$ cat src/rtl/step_clock_ctrl_pkg.sv
// Shared types and constants for the step/free-run CPU clock generator.
package step_ctrl_pkg;

    localparam int CYCLE_W = 32;

    typedef enum logic [1:0] {
        IDLE,
        PULSE_HI,
        PULSE_LO,
        HALTED
    } step_state_t;

endpackage

$ cat src/rtl/step_clock_ctrl_if.sv
// Control/status bundle between the board-level inputs, the clock generator and peek_logic.
interface step_clock_ctrl_if;
    import step_ctrl_pkg::*;

    logic               StepKey;
    logic               RunMode;
    logic [31:0]        PC;
    logic [31:0]        BreakAddr;
    logic               BreakEnable;
    logic               CpuClk;
    logic               StepTick;
    logic               Running;
    logic               BreakHit;
    logic [CYCLE_W-1:0] CycleCount;

    modport master (
        output StepKey, RunMode, PC, BreakAddr, BreakEnable,
        input  CpuClk, StepTick, Running, BreakHit, CycleCount
    );

    modport slave (
        input  StepKey, RunMode, PC, BreakAddr, BreakEnable,
        output CpuClk, StepTick, Running, BreakHit, CycleCount
    );

endinterface

$ cat src/rtl/step_clock_ctrl_sync2.sv
// Two-flop synchronizer, async active-low reset to 0.
module sync2 (
    input  logic clk,
    input  logic rst_n,
    input  logic i_d,
    output logic o_q
);

    logic r_meta;
    logic r_q;

    always_ff @(posedge clk or negedge rst_n) begin
        if (!rst_n) begin
            r_meta <= 1'b0;
            r_q    <= 1'b0;
        end else begin
            r_meta <= i_d;
            r_q    <= r_meta;
        end
    end

    assign o_q = r_q;

endmodule

$ cat src/rtl/step_clock_ctrl.sv
// CpuClk generator: single-step per key press or free-run at RUN_PERIOD, with an
// optional PC breakpoint enabled by defining STEP_BREAKPOINT_EN.
module step_clock_ctrl
    import step_ctrl_pkg::*;
#(
    parameter int PULSE_HIGH = 1024,
    parameter int RUN_PERIOD = 25000000,
    parameter int CNT_W      = 26
) (
    input  logic             CLK50M,
    input  logic             reset_n,
    step_clock_ctrl_if.slave bus
);

    logic               w_step_s;
    logic               w_run_s;
    logic               r_step_d;
    logic               r_step_rise;
    step_state_t        r_state;
    step_state_t        w_next;
    logic [CNT_W-1:0]   r_cnt;
    logic               r_single;
    logic               w_start_single;
    logic               w_enter_hi;
    logic               w_brk_match;
    logic               r_cpuclk;
    logic               r_tick;
    logic               r_running;
    logic               r_break;
    logic [CYCLE_W-1:0] r_cycles;

    sync2 u_sync_step (.clk(CLK50M), .rst_n(reset_n), .i_d(bus.StepKey), .o_q(w_step_s));
    sync2 u_sync_run  (.clk(CLK50M), .rst_n(reset_n), .i_d(bus.RunMode), .o_q(w_run_s));

`ifdef STEP_BREAKPOINT_EN
    assign w_brk_match = bus.BreakEnable && (bus.PC == bus.BreakAddr);
`else
    logic w_unused_brk;
    assign w_unused_brk = ^{bus.BreakEnable, bus.PC, bus.BreakAddr};
    assign w_brk_match  = 1'b0;
`endif

    // Registered one-cycle strobe on each synchronized key press.
    always_ff @(posedge CLK50M or negedge reset_n) begin
        if (!reset_n) begin
            r_step_d    <= 1'b0;
            r_step_rise <= 1'b0;
        end else begin
            r_step_d    <= w_step_s;
            r_step_rise <= w_step_s & ~r_step_d;
        end
    end

    always_comb begin
        w_next         = r_state;
        w_start_single = 1'b0;
        case (r_state)
            IDLE: begin
                if (w_run_s || r_step_rise) w_next = PULSE_HI;
            end
            PULSE_HI: begin
                if (r_cnt == CNT_W'(PULSE_HIGH - 1))
                    w_next = (w_run_s && !r_single) ? PULSE_LO : IDLE;
            end
            PULSE_LO: begin
                if (r_cnt == CNT_W'(RUN_PERIOD - 1)) begin
                    if (w_brk_match)  w_next = HALTED;
                    else if (w_run_s) w_next = PULSE_HI;
                    else              w_next = IDLE;
                end
            end
            HALTED: begin
                if (!w_run_s) begin
                    w_next = IDLE;
                end else if (r_step_rise) begin
                    // Stepping past a breakpoint yields one pulse, never a resumed run.
                    w_next         = PULSE_HI;
                    w_start_single = 1'b1;
                end
            end
            default: w_next = IDLE;
        endcase
        w_enter_hi = (w_next == PULSE_HI) && (r_state != PULSE_HI);
    end

    always_ff @(posedge CLK50M or negedge reset_n) begin
        if (!reset_n) begin
            r_state   <= IDLE;
            r_cnt     <= '0;
            r_single  <= 1'b0;
            r_cpuclk  <= 1'b0;
            r_tick    <= 1'b0;
            r_running <= 1'b0;
            r_break   <= 1'b0;
            r_cycles  <= '0;
        end else begin
            r_state <= w_next;
            if (w_enter_hi)
                r_cnt <= '0;
            else if (w_next == PULSE_HI || w_next == PULSE_LO)
                r_cnt <= r_cnt + 1'b1;
            else
                r_cnt <= '0;
            if (w_enter_hi) r_single <= w_start_single;
            r_cpuclk  <= (w_next == PULSE_HI);
            r_tick    <= w_enter_hi;
            r_running <= (w_next == PULSE_HI || w_next == PULSE_LO) && w_run_s;
            r_break   <= (w_next == HALTED);
            if (w_enter_hi) r_cycles <= r_cycles + 1'b1;
        end
    end

    assign bus.CpuClk     = r_cpuclk;
    assign bus.StepTick   = r_tick;
    assign bus.Running    = r_running;
    assign bus.BreakHit   = r_break;
    assign bus.CycleCount = r_cycles;

endmodule

$ cat src/flat_wrapper.sv
// flat-port wrapper written by rule: the top's interface ports become plain ports
module step_clock_ctrl_flat import step_ctrl_pkg::*;
#(
    parameter int PULSE_HIGH = 1024,
    parameter int RUN_PERIOD = 25000000,
    parameter int CNT_W      = 26
)
  (CLK50M, reset_n, bus_StepKey, bus_RunMode, bus_PC, bus_BreakAddr, bus_BreakEnable, bus_CpuClk, bus_StepTick, bus_Running, bus_BreakHit, bus_CycleCount);
  step_clock_ctrl_if bus_i ();
  input  logic CLK50M;
  input  logic reset_n;
  input wire logic [$bits(bus_i.StepKey)-1:0] bus_StepKey;
  input wire logic [$bits(bus_i.RunMode)-1:0] bus_RunMode;
  input wire logic [$bits(bus_i.PC)-1:0] bus_PC;
  input wire logic [$bits(bus_i.BreakAddr)-1:0] bus_BreakAddr;
  input wire logic [$bits(bus_i.BreakEnable)-1:0] bus_BreakEnable;
  output wire logic [$bits(bus_i.CpuClk)-1:0] bus_CpuClk;
  output wire logic [$bits(bus_i.StepTick)-1:0] bus_StepTick;
  output wire logic [$bits(bus_i.Running)-1:0] bus_Running;
  output wire logic [$bits(bus_i.BreakHit)-1:0] bus_BreakHit;
  output wire logic [$bits(bus_i.CycleCount)-1:0] bus_CycleCount;
  assign bus_i.StepKey = bus_StepKey;
  assign bus_i.RunMode = bus_RunMode;
  assign bus_i.PC = bus_PC;
  assign bus_i.BreakAddr = bus_BreakAddr;
  assign bus_i.BreakEnable = bus_BreakEnable;
  assign bus_CpuClk = bus_i.CpuClk;
  assign bus_StepTick = bus_i.StepTick;
  assign bus_Running = bus_i.Running;
  assign bus_BreakHit = bus_i.BreakHit;
  assign bus_CycleCount = bus_i.CycleCount;
  step_clock_ctrl #(.PULSE_HIGH(PULSE_HIGH), .RUN_PERIOD(RUN_PERIOD), .CNT_W(CNT_W)) u_core (.CLK50M(CLK50M), .reset_n(reset_n), .bus(bus_i));
endmodule
$ cat config.mk
export PLATFORM = sky130hd
export DESIGN_NAME = step_clock_ctrl_flat
export DESIGN_NICKNAME = d
export VERILOG_FILES = /design/src/rtl/step_clock_ctrl_pkg.sv /design/src/rtl/step_clock_ctrl_if.sv /design/src/rtl/step_clock_ctrl_sync2.sv /design/src/rtl/step_clock_ctrl.sv /design/src/flat_wrapper.sv
export SDC_FILE = /design/constraint.sdc
export NUM_CORES = 1
export LEC_CHECK = 0
export ABC_AREA = 1
export BUFFER_PORTS_ARGS = -buffer_cell sky130_fd_sc_hd__buf_4
export CAP_MARGIN = 20
export CELL_PAD_IN_SITES_DETAIL_PLACEMENT = 1
export CELL_PAD_IN_SITES_GLOBAL_PLACEMENT = 1
export CORE_UTILIZATION = 37
export DETAILED_ROUTE_END_ITERATION = 12
export GPL_TIMING_DRIVEN = 0
export PLACE_DENSITY = 0.85
export REMOVE_ABC_BUFFERS = 1
export SETUP_SLACK_MARGIN = 0.3
export SYNTH_ARGS = -nofsm -noshare
export SYNTH_HDL_FRONTEND = slang
export SYNTH_SLANG_ARGS = --single-unit
$ cat constraint.sdc
create_clock -name CLK50M -period 2.59 [get_ports CLK50M]
set_input_delay 0.1295 -clock CLK50M [delete_from_list [all_inputs] [get_ports CLK50M]]
set_output_delay 0.1295 -clock CLK50M [all_outputs]
set_load 0.01 [all_outputs]
# Word level (Yosys, flattened, before mapping)
# Cells that the tools add are included.
[classes] n_addsub=2 n_eq_ne=9 n_mux=13 bitwise_logic=2 n_reduce_logical=7
[op_table] operator="26-bit 2-to-1 mux" n=2
[op_table] operator="32-bit by 1-bit adder with 32-bit output (second input constant)" n=1
[op_table] operator="26-bit by 1-bit adder with 26-bit output (second input constant)" n=1
[op_table] operator="26-bit by 10-bit equality test with 1-bit output (second input constant)" n=1
[op_table] operator="26-bit by 25-bit equality test with 1-bit output (second input constant)" n=1
[op_table] operator="2-bit 2-to-1 mux" n=6
[op_table] operator="2-bit equality test (second input constant)" n=4
[op_table] operator="2-bit case mux with 4 select lines" n=1
[op_table] operator="2-bit by 1-bit equality test with 1-bit output (second input constant)" n=2
[op_table] operator="1-bit 2-to-1 mux" n=4
[op_table] operator="1-bit logical AND" n=3
[op_table] operator="2-bit logical NOT" n=1
[op_table] operator="1-bit logical OR" n=2
[op_table] operator="2-bit by 1-bit inequality test with 1-bit output (second input constant)" n=1
[op_table] operator="1-bit AND" n=1
[op_table] operator="1-bit logical NOT" n=1
[op_table] operator="1-bit NOT" n=1
[totals] reg_bits=71 input_bits=69

# Depth between registers and ports, before layout
# Gate-level depths: netlist of run 1.
[logic_depth] ltp_word=9 depth_mapped=18 ltp_nobuf=18

# By module
# A second synthesis of run 1 with hierarchy kept.
[unflattened] hier_cells=534 area_unflattened_um2=4093.9
[by_module_without_submodules] module="step_clock_ctrl" instances=1 cells_each=530 area_per_inst_um2=3993.8 seq_area_each_um2=1676.6
[by_module_without_submodules] module="sync2" instances=2 cells_each=2 area_per_inst_um2=50.0 seq_area_each_um2=50.0

# Worst setup path after synthesis of run 1
# Ideal clock, no wire load.
[synth_timing] path_type="register -> register" from="reg u_core.r_cnt[0]" to="reg u_core.r_cnt[17]" setup_ns=0.078 arrival_ns=2.181 t_required_ns=2.512 path_slack_ns=0.331 stages_incl_launch_ff=16 path_buffers=1 period_less_slack_ns=2.259 cell_sequence="dfrtp_1 > ha_1 > nand2_1 > nor2_1 > nand3_1 > nor2_1 > nand2_1 > nand3_1 > nand3_1 > ha_1 > inv_1 > a21oi_4 > nor2_2 > buf_2 > o21ai_0 > a21oi_1"
[synth_between] elab_chain_len=7
[synth_lines] element="start: declaration" line_no="step_clock_ctrl.sv:21" text="logic [CNT_W-1:0] r_cnt;"
[synth_lines] element="start signal: assignment" line_no="step_clock_ctrl.sv:101" text="r_cnt <= r_cnt + 1'b1;"
[synth_lines] element="26-bit by 25-bit equality test with 1-bit output or 26-bit by 10-bit equality test with 1-bit output (tied branches)" line_no="step_clock_ctrl.sv:66, step_clock_ctrl.sv:62"
[synth_lines] element="2-bit 2-to-1 mux (on tied branches)" line_no="step_clock_ctrl.sv:66, step_clock_ctrl.sv:62"
[synth_lines] element="2-bit case mux with 4 select lines *" line_no="step_clock_ctrl.sv:57" text="case (r_state)"
[synth_lines] element="net u_core.w_next[0]" line_no="step_clock_ctrl.sv:20" text="step_state_t w_next;"
[synth_lines] element="2-bit by 1-bit equality test with 1-bit output or 2-bit equality test (tied branches)" line_no="step_clock_ctrl.sv:83, step_clock_ctrl.sv:100"
[synth_lines] element="1-bit logical OR" line_no="step_clock_ctrl.sv:100" text="else if (w_next == PULSE_HI || w_next == PULSE_LO)"
[synth_lines] element="26-bit 2-to-1 mux" line_no="step_clock_ctrl.sv:100"
[synth_lines] element="26-bit 2-to-1 mux *" line_no="step_clock_ctrl.sv:98" text="if (w_enter_hi)"
# Mark *: on every way through the listed nets, which the timed path passes. The rest lies on a longest branch.
# A chain may end at the register's enable or synchronous reset.

# Final worst setup path of run 1
[layout_timing] from="reg u_core.r_cnt[0]" to="reg u_core.r_cycles[15], in the netlist u_core.bus.CycleCount[15]"
[layout_between] elab_chain_len=5
[layout_lines] element="26-bit by 25-bit equality test with 1-bit output or 26-bit by 10-bit equality test with 1-bit output (tied branches)" line_no="step_clock_ctrl.sv:66, step_clock_ctrl.sv:62"
[layout_lines] element="2-bit 2-to-1 mux (on tied branches)" line_no="step_clock_ctrl.sv:66, step_clock_ctrl.sv:62"
[layout_lines] element="2-bit case mux with 4 select lines *" line_no="step_clock_ctrl.sv:57"
[layout_lines] element="2-bit by 1-bit equality test with 1-bit output *" line_no="step_clock_ctrl.sv:83" text="w_enter_hi = (w_next == PULSE_HI) && (r_state != PULSE_HI);"
[layout_lines] element="1-bit logical AND *" line_no="step_clock_ctrl.sv:83"
[layout_lines] element="end signal: assignment" line_no="step_clock_ctrl.sv:109" text="if (w_enter_hi) r_cycles <= r_cycles + 1'b1;"
[layout_lines] element="end: declaration" line_no="step_clock_ctrl.sv:30" text="logic [CYCLE_W-1:0] r_cycles;"
# Mark *: on every way between the ends. The rest lies on a longest branch, timed or not.

==> flow_metrics.env, run 1 <==
export IMPL_outcome="finished, violations left"
export IMPL_violations="negative setup slack"
export IMPL_io_buffers=39
export IMPL_via_per_inst=5.63
export IMPL_max_slew_margin_pct=35.4
export IMPL_fp_row_count=37
export IMPL_tightest_slew_ns=0.968
export IMPL_syn_avg_cell_area_um2=7.24
export IMPL_globalplace_congestion=0.885
export IMPL_critPathMaxFanout=5
export IMPL_syn_inst=539
export IMPL_layout_setup_ws_ns=-0.182
export IMPL_grtUsageTotal_pct=28.5
export IMPL_placed_cells=711
export IMPL_multi_input_area_um2=2330
export IMPL_area_sequential_um2=1780
export IMPL_clkTransAtPathRegs_ns=0.10
export IMPL_rsz0062_at_grt="true"
export IMPL_drt_total_wl_mm=17.6
export IMPL_arrival_ns=3.03
export IMPL_yosys_warnings=0
export IMPL_overflow=0
export IMPL_clockRootBuffer="clkbuf_8"
export IMPL_die_w_um=105
export IMPL_synth_seq_cells=71
export IMPL_final_common_cell="nand2_1"
export IMPL_synthAdderAreaFrac_pct=1.28
export IMPL_die_height_um=105
export IMPL_clockBufferDepth=2
export IMPL_postRouteAntennaNets=0
export IMPL_setup_violations=50
export IMPL_clk_latency_ns=0.39
export IMPL_dp_hpwl_mm=7.78
export IMPL_core_area_um2=10300
export IMPL_fillCellCount=1236
export IMPL_nets=712
export IMPL_ios=105
export IMPL_mostFrequentLayoutCells="148 x nand2_1, 83 x nor2_1, 68 x dfrtp_1"
export IMPL_synth_xor_area_share_pct=4.04
export IMPL_wl_per_cell_um=22.6
export IMPL_synth_seq_area_share_pct=45.5
export IMPL_min_period_ns=2.77
export IMPL_fmax_mhz=361
export IMPL_grt_antenna_before_repair=0
export IMPL_final_period_utilization_pct=107
export IMPL_hold_viol=0
export IMPL_cts_tree="done"
export IMPL_cts_buffers=9
export IMPL_skew_ns=0.0204
export IMPL_crit_path_end_kind="flip-flop"
export IMPL_first_pass_iters=5
export IMPL_muxShareOfSynthArea_pct=0
export IMPL_clkSinkCount=71
export IMPL_area_delta_synth_final_pct=44.2
export IMPL_design_die_area_um2=11000
export IMPL_n_antenna_cell=0
export IMPL_instances_no_fill=780
export IMPL_synth_compound_area_share_pct=4.20
export IMPL_synth_simple_gate_area_share_pct=38.2
export IMPL_grt_first_pass_wirelength_mm=24.1
export IMPL_start_util_pct=38.0
export IMPL_synth_top_area_share_pct=45.5
export IMPL_num_vias=4395
export IMPL_synth_area_um2=3900
export IMPL_hold_class="flip-flop to flip-flop"
export IMPL_htree_levels=3
export IMPL_grt_max_degree=72
export IMPL_leakage_nw=2.69
export IMPL_drcViolationCount=0
export IMPL_ir_worst_vdd_v=0.000582
export IMPL_synthTopCellsByArea="dfrtp_1 46%, nand2_1 16%, nor2_1 10%"
export IMPL_crit_required_ns=2.85
export IMPL_totalPowerFinal_mw=2.89
export IMPL_maxCapViolCount=0
export IMPL_fin_util_pct=54.7
export IMPL_startpoint_type="flip-flop"
export IMPL_worstSetupPathType="flip-flop to flip-flop"
export IMPL_drt_iter0_markers=285
export IMPL_yosysUniqueCellTypes=27
export IMPL_synth_top_area_cell="dfrtp_1"
export IMPL_synth_top_family_by_area="simple AND/OR/NAND/NOR gates"
export IMPL_powerDensity_nw_per_um2=513
export IMPL_final_layout_size_suffix_gt1_share_pct=31.1
export IMPL_whs_ns=0.357
export IMPL_grt_pass1_vias=4615
export IMPL_drv_slew=0
export IMPL_fin_tns_setup_ns=-4.37
## Yosys cell counts
| cell type | count |
|---|---|
| nand2_2 | 2 |
| o21a_1 | 1 |
| nand3_2 | 3 |
| nand4_1 | 12 |
| ha_1 | 4 |
| buf_2 | 3 |
| o211ai_1 | 1 |
| a21oi_1 | 13 |
| nor2_4 | 4 |
| inv_2 | 1 |
| and3_1 | 1 |
| nor3b_1 | 1 |
| xnor2_1 | 9 |
| xor2_1 | 9 |
| nand2_1 | 169 |
| nor2_2 | 4 |
| nor2_1 | 104 |
| nor4_1 | 1 |
| nand3_1 | 30 |
| a21oi_4 | 1 |
| and2_1 | 2 |
| nor3_1 | 7 |
| nand3b_1 | 8 |
| a211oi_1 | 1 |
| o21ai_0 | 12 |
| dfrtp_1 | 71 |
| inv_1 | 65 |
## report_power, final
part	total [mW]	switching, mW	internal [mW]	leakage, nW
Sequential	1.29	0.112	1.18	0.951
Clock	0.998	0.541	0.457	0.0968
Combinational	0.599	0.309	0.290	1.64
Total	2.89	0.962	1.93	2.69
## per-layer routing
layer,GRT usage (%),share of wire (%),vias to the layer above,routed length [µm]
met5,0,0,-,0
met3,4.55,5.4,101,955
met4,17.7,7.2,0,1270
met1,32.6,38,2184,6630
met2,49.6,50,225,8770
li1,-,-,1885,-
## per-stage QoR
stage          setup slack, ns  area [µm²]
5_1_grt                 -0.266        5630
6_report                -0.182        5630
3_5_place_dp            -0.773        4350
2_1_floorplan            0.144        3890
4_1_cts                 0.0556        5230
3_3_place_gp            -0.684        4350
## timing repair
item / 4_1_cts / 5_1_grt
pin swaps: 33 / 40
endpoints found under the setup margin: 60 / 62
hold buffers: 3 / 0
buffers inserted: 37 / 12
endpoints found under the hold margin: 73 / 0
cloned: 1 / 0
resized for setup: 73 / 85
## cell type report
| type | count | share of cell area (%) |
|---|---|---|
| clock buffers | 9 | 2.20 |
| clock inverters | 7 | 1.42 |
| inverters | 66 | 4.58 |
| multi-input cells | 399 | 41.5 |
| flip-flops and latches | 71 | 31.7 |
| well taps | 136 | 3.02 |
| repair buffers | 92 | 15.6 |
## worst paths after layout
path                                           start                   endpoint  slack, ns  cells past startpoint
hold reg to reg            u_core.u_sync_step.r_meta     u_core.u_sync_step.o_q       0.36                      0
hold / removal             u_core.u_sync_step.r_meta     u_core.u_sync_step.o_q       0.36                      0
setup / recovery                     u_core.r_cnt[0]  u_core.bus.CycleCount[15]      -0.18                     19
min in group asynchronous                    reset_n           u_core.r_cnt[15]       0.42                      2
setup reg to reg                     u_core.r_cnt[0]  u_core.bus.CycleCount[15]      -0.18                     19
max in group asynchronous                    reset_n           u_core.r_cnt[21]       1.46                      2
## sequential cells by signal (all words and copies together) (netlist names)
name,count
u_core.bus.BreakHit,1
u_core.bus.CpuClk,1
u_core.bus.CycleCount,32
u_core.bus.Running,1
u_core.bus.StepTick,1
u_core.r_cnt,26
u_core.r_single,1
u_core.r_state,2
u_core.r_step_d,1
u_core.r_step_rise,1
u_core.u_sync_run.o_q,1
u_core.u_sync_run.r_meta,1
u_core.u_sync_step.o_q,1
u_core.u_sync_step.r_meta,1
## critical path, cell delays in order, from the launching register on
cell     delay (ns)
dfrtp_1        0.44
ha_4           0.19
nand2_4        0.08
nor2_4         0.04
buf_6          0.12
nand3_4        0.12
inv_2          0.07
nand4_1        0.17
nand2_2        0.10
nor2_4         0.11
ha_4           0.16
inv_4          0.04
a21oi_4        0.17
buf_12         0.16
nand3_4        0.10
buf_4          0.16
nor3_2         0.17
nand2_1        0.09
nand2_1        0.07
inv_1          0.07
## cell families after synthesis
logic type | count (synthesis)
buffers and inverters | 69
AOI/OAI and AO/OA | 29
DFF | 71
adders and majority gates | 4
and+or+nand+nor | 348
xor gates and xnor gates | 18
No activity file was read; power rests on OpenSTA's default activity.
==> run 2: changes to the inputs <==
--- a/config.mk
+++ b/config.mk
@@ -14,7 +14,6 @@
 export DETAILED_ROUTE_END_ITERATION = 12
 export GPL_TIMING_DRIVEN = 0
 export PLACE_DENSITY = 0.85
-export REMOVE_ABC_BUFFERS = 1
 export SETUP_SLACK_MARGIN = 0.3
 export SYNTH_ARGS = -nofsm -noshare
 export SYNTH_HDL_FRONTEND = slang
==> run 2 against run 1 <==
- the flow now finishes without violations
- worst setup slack improved by 0.20 ns
- routed wire length decreased by 26%
- sequential share of layout area increased by 2.8 points
- critical endpoint is now u_core.r_cnt[16]
- first-iteration DRC count decreased by 46%
- sequential power about the same
- highest routed layer unchanged
- utilization decreased by 4.5 points
==> flow_metrics.env, run 2 (synthesis gave the netlist of run 1 again) <==
export IMPL_critPathMaxFanout=5
export IMPL_clkTransAtPathRegs_ns=0.08
export IMPL_p_int_mw=1.94
export IMPL_final_common_cell="nand2_1"
export IMPL_grt_antenna_before_repair=0
export IMPL_design_die_area_um2=11000
export IMPL_io_buffers=39
export IMPL_nets=691
export IMPL_hold_viol=0
export IMPL_place_area_um2=4360
export IMPL_arrival_ns=2.87
export IMPL_placed_cells=714
export IMPL_synth_nets=612
export IMPL_drt_total_wl_mm=13.1
export IMPL_rr_startpoint="u_core.r_cnt[0]"
export IMPL_crit_path_end_kind="flip-flop"
export IMPL_instances_no_fill=759
export IMPL_rsz0062_at_grt="true"
export IMPL_cts_buffers=9
export IMPL_num_vias=3908
export IMPL_hold_class="flip-flop to flip-flop"
export IMPL_clockPowerShare_pct=37.0
export IMPL_clockBufferDepth=2
export IMPL_leakage_nw=2.51
export IMPL_area_sequential_um2=1780
export IMPL_outcome="completed"
export IMPL_grt_first_pass_wirelength_mm=19.5
export IMPL_fin_util_pct=50.2
export IMPL_grt_use_met3_pct=2.99
export IMPL_ios=105
export IMPL_crit_required_ns=2.89
export IMPL_cts_tree="done"
export IMPL_grt_use_met2_pct=40.2
export IMPL_layout_setup_ws_ns=0.0226
export IMPL_power_switching_mw=0.819
export IMPL_globalplace_congestion=0.857
export IMPL_pre_cts_ws_ns=-0.387
export IMPL_switching_share_pct=29.7
export IMPL_drcViolationCount=0
export IMPL_ir_worst_vdd_v=0.000405
export IMPL_setup_violations=0
export IMPL_first_pass_iters=4
export IMPL_whs_ns=0.363
export IMPL_fillCellCount=1285
export IMPL_final_layout_size_suffix_gt1_share_pct=23.8
export IMPL_area_delta_synth_final_pct=32.3
export IMPL_max_slew_margin_pct=37.0
export IMPL_startpoint="u_core.r_cnt[0]"
export IMPL_design_area_um2=5160
export IMPL_dp_hpwl_mm=8.15
export IMPL_maxCapViolCount=0
export IMPL_clockRootBuffer="clkbuf_8"
export IMPL_final_period_utilization_pct=99.1
export IMPL_min_delay_start="u_core.u_sync_step.r_meta"
export IMPL_grtUsageTotal_pct=22.8
export IMPL_powerDensity_nw_per_um2=534
export IMPL_combPwrFrac_pct=16.5
export IMPL_worstSetupPathType="flip-flop to flip-flop"
export IMPL_wl_per_cell_um=17.2
export IMPL_postRouteAntennaNets=0
export IMPL_start_util_pct=38.0
export IMPL_grt_max_degree=72
export IMPL_multi_input_area_um2=2150
export IMPL_met1_usage_pct=27.4
export IMPL_seqPwrFrac_pct=46.5
export IMPL_n_antenna_cell=0
export IMPL_fin_tns_setup_ns=0
export IMPL_clkSinkCount=71
export IMPL_largest_register_ffs=32
export IMPL_htree_levels=3
export IMPL_top_usage_layer="met2"
export IMPL_grt_pass1_vias=4016
export IMPL_clk_latency_ns=0.36
export IMPL_min_period_ns=2.57
export IMPL_totalPowerFinal_mw=2.76
export IMPL_fmax_mhz=389
export IMPL_startpoint_type="flip-flop"
export IMPL_tightest_slew_ns=0.945
export IMPL_via_per_inst=5.15
export IMPL_rrSetupSlack_ns=0.02
export IMPL_die_height_um=105
export IMPL_mostFrequentLayoutCells="159 x nand2_1, 93 x nor2_1, 68 x dfrtp_1"
export IMPL_die_w_um=105
export IMPL_drv_slew=0
export IMPL_drt_iter0_markers=153
export IMPL_core_area_um2=10300
export IMPL_fp_row_count=37
export IMPL_skew_ns=0.00777
export IMPL_overflow=0
==> run 2: cell count changes in the layout (fill, tap and decap cells not counted), sizes merged <==
cell / delta
clkinv: +3
clkinvlp: -2
buf: -21
inv: -3
bufinv: +1
clkbuf: +1
==> run 2: area by class of cell <==
type	instances	share of cell area (%)
clock buffer	10	2.47
sequential	71	34.5
clock inverter	6	1.84
buffer	3	0.800
tap	136	3.30
multi-input combinational	399	41.7
inverter	66	4.80
timing repair buffer	68	10.6
==> run 2: worst paths after layout <==
kind / endpoint / cells after the start
worst max-delay path: u_core.r_cnt[16] / 17
worst min-delay path: u_core.u_sync_step.o_q / 0
worst max register to register: u_core.r_cnt[16] / 17
worst min register to register: u_core.u_sync_step.o_q / 0
max in group asynchronous: u_core.r_cnt[19] / 2
min in group asynchronous: u_core.r_cnt[13] / 2
==> run 2: layer usage <==
| layer | routed length, µm | part of all wire, % | vias up |
|---|---|---|---|
| li1 | - | - | 1845 |
| met1 | 5560 | 43 | 1965 |
| met5 | 0 | 0 | - |
| met3 | 331 | 2.5 | 31 |
| met4 | 438 | 3.4 | 0 |
| met2 | 6740 | 52 | 67 |
==> run 2: what timing repair did <==
action                     4_1_cts  5_1_grt
gates resized for setup         52       47
pin swaps                       19       22
hold buffers                     3        0
gates cloned                     1        1
setup buffers                   17        7
setup endpoints to repair       60       60
hold endpoints to repair        73        0
==> run 2: power by group through the flow <==
stage,Sequential [mW],Combinational [mW],Clock (mW)
floorplan,1.29,0.150,0
global placement,1.28,0.275,0
detailed placement,1.29,0.290,0
CTS,1.27,0.384,1.03
global route,1.30,0.491,1.07
finish,1.28,0.456,1.02
==> run 2: worst max-delay path, stage by stage, from the launching register on <==
cell and delay [ns]:
dfrtp_1 0.42, ha_4 0.18, nand2_4 0.06, nor2_4 0.15
nand3_4 0.11, nor2_1 0.13, nand2_1 0.09, nand3_1 0.11
nand3_2 0.12, ha_4 0.19, inv_2 0.06, a21oi_4 0.05
buf_4 0.15, buf_6 0.12, nor2_4 0.17, buf_2 0.21
o21ai_0 0.10, nor2_1 0.08
